File: src/rtl/sumador_restador_n_bits.sv
// N-bit two's-complement ripple-carry adder/subtractor with registered result, carry and overflow.
// Optional macro SUMRES_ZERO_FLAG_EN adds a registered zero flag output oZero.
module sumador_restador_n_bits #(
   parameter int unsigned NBITS = 4
) (
   input  logic             iClk,
   input  logic             iRst_n,
   input  logic             iOp,
   input  logic [NBITS-1:0] iX,
   input  logic [NBITS-1:0] iY,
   output logic [NBITS-1:0] oS,
   output logic             oCout,
`ifdef SUMRES_ZERO_FLAG_EN
   output logic             oZero,
`endif
   output logic             oOverflow
);

   logic [NBITS-1:0] y_eff;
   logic [NBITS:0]   carry;
   logic [NBITS-1:0] s_d, s_q;
   logic             cout_d, cout_q;
   logic             ovf_d, ovf_q;

   // Subtraction is X + ~Y + 1: invert Y and inject iOp as the carry-in.
   assign carry[0] = iOp;

   for (genvar i = 0; i < NBITS; i++) begin : g_fa
      assign y_eff[i]   = iY[i] ^ iOp;
      assign s_d[i]     = iX[i] ^ y_eff[i] ^ carry[i];
      assign carry[i+1] = (iX[i] & y_eff[i]) | (carry[i] & (iX[i] ^ y_eff[i]));
   end

   assign cout_d = carry[NBITS];
   assign ovf_d  = carry[NBITS] ^ carry[NBITS-1];

   always_ff @(posedge iClk) begin
      if (!iRst_n) begin
         s_q    <= '0;
         cout_q <= 1'b0;
         ovf_q  <= 1'b0;
      end else begin
         s_q    <= s_d;
         cout_q <= cout_d;
         ovf_q  <= ovf_d;
      end
   end

   assign oS        = s_q;
   assign oCout     = cout_q;
   assign oOverflow = ovf_q;

`ifdef SUMRES_ZERO_FLAG_EN
   logic zero_q;

   always_ff @(posedge iClk) begin
      if (!iRst_n) begin
         zero_q <= 1'b0;
      end else begin
         zero_q <= (s_d == '0);
      end
   end

   assign oZero = zero_q;
`endif

endmodule

File: config.mk
export PLATFORM = sky130hd
export DESIGN_NAME = sumador_restador_n_bits
export DESIGN_NICKNAME = d
export VERILOG_FILES = /design/src/rtl/sumador_restador_n_bits.sv
export SDC_FILE = /design/constraint.sdc
export NUM_CORES = 1
export LEC_CHECK = 0
export BUFFER_PORTS_ARGS = -buffer_cell sky130_fd_sc_hd__buf_2
export CORE_AREA = 2 2 39 41
export DETAILED_ROUTE_END_ITERATION = 10
export DIE_AREA = 0 0 41 43
export MAX_ROUTING_LAYER = met4
export PLACE_DENSITY = 0.55
export SYNTH_ARGS = -nofsm -noshare
export SYNTH_HDL_FRONTEND = slang
export SYNTH_SLANG_ARGS = --single-unit
File: constraint.sdc
create_clock -name iClk -period 2.56 [get_ports iClk]
set_input_delay 0.256 -clock iClk [delete_from_list [all_inputs] [get_ports iClk]]
set_output_delay 0.256 -clock iClk [all_outputs]
set_load 0.03 [all_outputs]
==> impl_metrics.csv <==
group,metric,value,unit
status,outcome,"completed",
cells_and_area,fin_area,407,µm²
global_routing,grt-ovfl-total,0,
routing,drt_wl_total,456,µm
floorplanning,row_count,14,
clock_tree,clock_path_buffers,2,
logic_synthesis,ys.flop_type,"dfxtp_1",
sta,hold_violations,0,
logic_synthesis,synth_seq_cells,6,
routing,drtPass1Iterations,2,
floorplanning,die_w,41,µm
pwr,power_frac_comb,30.9,%
sta,rsz0062_at_grt,"no",
logic_synthesis,synth.most_common_cell,"dfxtp_1",
sta,slew-limit-headroom,87.1,%
cells_and_area,fin_util,29.4,%
logic_synthesis,netlist_top_cells_count,"dfxtp_1 (6), and2_1 (5), fa_1 (3), inv_1 (3), xor2_1 (3)",
routing,vias,216,
pwr,powerDensity,680,nW/µm²
placement,numPortBuffers,16,
routing,drc,0,
sta,tns,0,ns
logic_synthesis,synth_edf_count,0,
setup_path,cpMaxStageDelayCell,"fa_1",
clock_tree,ctsHoldBuffers,0,
floorplanning,initial_utilization,20.5,%
pwr,leakage,0.206,nW
pwr,switchingPower,0.0827,mW
global_routing,grt_first_pass_wirelength,759,µm
sta,finalCriticalPeriod,1.94,ns
logic_synthesis,synth_nets,38,
clock_tree,clkTransAtPathRegs,0.04,ns
clock_tree,cts_num_sinks,6,
clock_tree,cts_tree,"done",
logic_synthesis,syn_area_per_cell,11.8,µm²
clock_tree,h-tree-depth,1,
placement,dp_slack,0.364,ns
placement,place_area,384,µm²
routing,wire_per_inst,7.73,µm
clock_tree,cts_buffers,3,
logic_synthesis,synth_top_cell_by_area,"dfxtp_1",
sta,post-route-period-util,75.7,%
clock_tree,cts-root-buf,"clkbuf_4",
pwr,p_int,0.194,mW
sta,fin_ws,0.623,ns
flow_run,drv_cap,0,
global_routing,grt_usage,7.14,%
logic_synthesis,ys_top_cells_by_area,"dfxtp_1 (42%), fa_1 (21%), and2_1 (11%), xor2_1 (9.3%), xnor2_1 (6.2%)",
logic_synthesis,synthArstFlopShare,0,%
clock_tree,cts_setup_buffers,0,
routing,via_per_inst,3.66,
setup_path,max_stage_delay,0.40,ns
global_routing,grt_pass1_vias,211,
floorplanning,die_h,43,µm
cells_and_area,finish.net_count,59,
clock_tree,postCtsResizedCells,0,
cells_and_area,fin_cells,59,
sta,setup_violations,0,
sta,fmax,516,MHz
sta,final_max_slew_viol_count,0,
logic_synthesis,ys_types,8,
setup_path,worstSetupEndpointType,"flip-flop",
floorplanning,ioPinCount,17,
pwr,p_sw_share,29.9,%
pwr,pwr-share-seq,39.6,%
floorplanning,core,1380,µm²
floorplanning,dieArea,1760,µm²
worst_hold_path,min_from,"iRst_n",
cells_and_area,antennaDiodeCount,0,
pwr,p_total,0.276,mW
routing,drt_iter0_drc,2,
setup_path,crit_chain,"buf_2 -> mux2_2 -> fa_1 -> inv_1 -> fa_1 -> inv_1 -> fa_1 -> xnor2_1 -> and2_1",
logic_synthesis,synthCells,24,
global_routing,grt_max_degree,7,
placement,place_inst,56,
worst_hold_path,holdPathStages,2,
logic_synthesis,yosysSeqAreaShare,42.3,%
cells_and_area,synthToLayoutAreaGrowth,43.2,%
routing,ant_nets,0,
setup_path,critPathLaunchType,"input pin",
logic_synthesis,yosys_warnings,0,
pwr,vdd_drop_max,0.130,mV
logic_synthesis,syn_area,284,µm²
logic_synthesis,synth_top_cell_area_share,42.3,%
placement,globalplace.congestion,0.566,
cells_and_area,drive_gt1_share,46.5,%
setup_path,critPathMostFrequentCell,"fa_1",
sta,worst_slew_pin_slew,0.192,ns
worst_hold_path,hold_path_class,"in2reg",
worst_hold_path,min_to,"oS[3]$_SDFF_PN0_",
setup_path,criticalPathCategory,"in2reg",
setup_path,worstPathMaxFanout,2,
setup_path,worst_ep_required_time,2.69,ns
pwr,power_frac_clock,29.5,%
global_routing,antenna_found_initial,0,
setup_path,arrival,2.07,ns
sta,holdWs,0.288,ns
## worst max-delay path, delay by kind of cell
family / cells / cell delay [ns]
adders and majority gates: 3 / 0.95
xor gates and xnor gates: 1 / 0.14
muxes: 1 / 0.34
and+or+nand+nor: 1 / 0.15
buffers and inverters: 3 / 0.23
## cell families (layout without fill, tap and decap cells)
family / after synthesis / after routing / share of synthesized area (%)
xor+xnor: 5 / 5 / 15.4
fa+ha+maj: 3 / 3 / 21.1
buf+inv: 3 / 22 / 3.96
flops: 6 / 6 / 42.3
mux: 1 / 1 / 3.96
simple gates: 6 / 6 / 13.2
## layout by cell type (no fill, tap or decap), drive strengths merged
master,n
clkbuf,3
xor2,3
fa,3
mux2,1
xnor2,2
and2,5
dfxtp,6
buf,16
inv,3
nor2b,1
## flip-flops by register name, indices dropped and copies added (netlist names)
register,flops
oS,4
oCout,1
oOverflow,1
## cell type report
class,instances,area [µm²]
Fill cell,150,977
Multi-Input combinational cell,15,153
Sequential cell,6,120
Timing Repair Buffer,16,80.1
Clock buffer,3,22.5
Tap cell,16,20.0
Inverter,3,11.3
## metal layers
layer | vias up | track usage (%) | part of all wire, %
met4 | 0 | 8.00 | 0
li1 | 109 | - | -
met1 | 88 | 8.52 | 40
met5 | - | - | 0
met3 | 0 | 3.14 | 19
met2 | 19 | 7.81 | 41
## worst max-delay path by stage
stage | startpoint | end | slack, ns
finish | iY[0] | oOverflow$_SDFF_PN0_ | 0.62
global route | iY[0] | oOverflow$_SDFF_PN0_ | 0.52
CTS | iY[0] | oOverflow$_SDFF_PN0_ | 0.62
detailed placement | iY[0] | oOverflow$_SDFF_PN0_ | 0.36
global placement | iY[0] | oOverflow$_SDFF_PN0_ | 0.38
floorplan | iY[0] | oOverflow$_SDFF_PN0_ | 0.58
## power groups by stage
stage          Sequential, mW  Clock (mW)  Combinational [mW]
2_1_floorplan           0.139           0              0.0298
3_3_place_gp            0.111           0              0.0851
3_5_place_dp            0.112           0              0.0869
4_1_cts                 0.110      0.0862              0.0873
5_1_grt                 0.111      0.0921              0.0956
6_report                0.110      0.0814              0.0855
(Power assumes the default switching activity.)
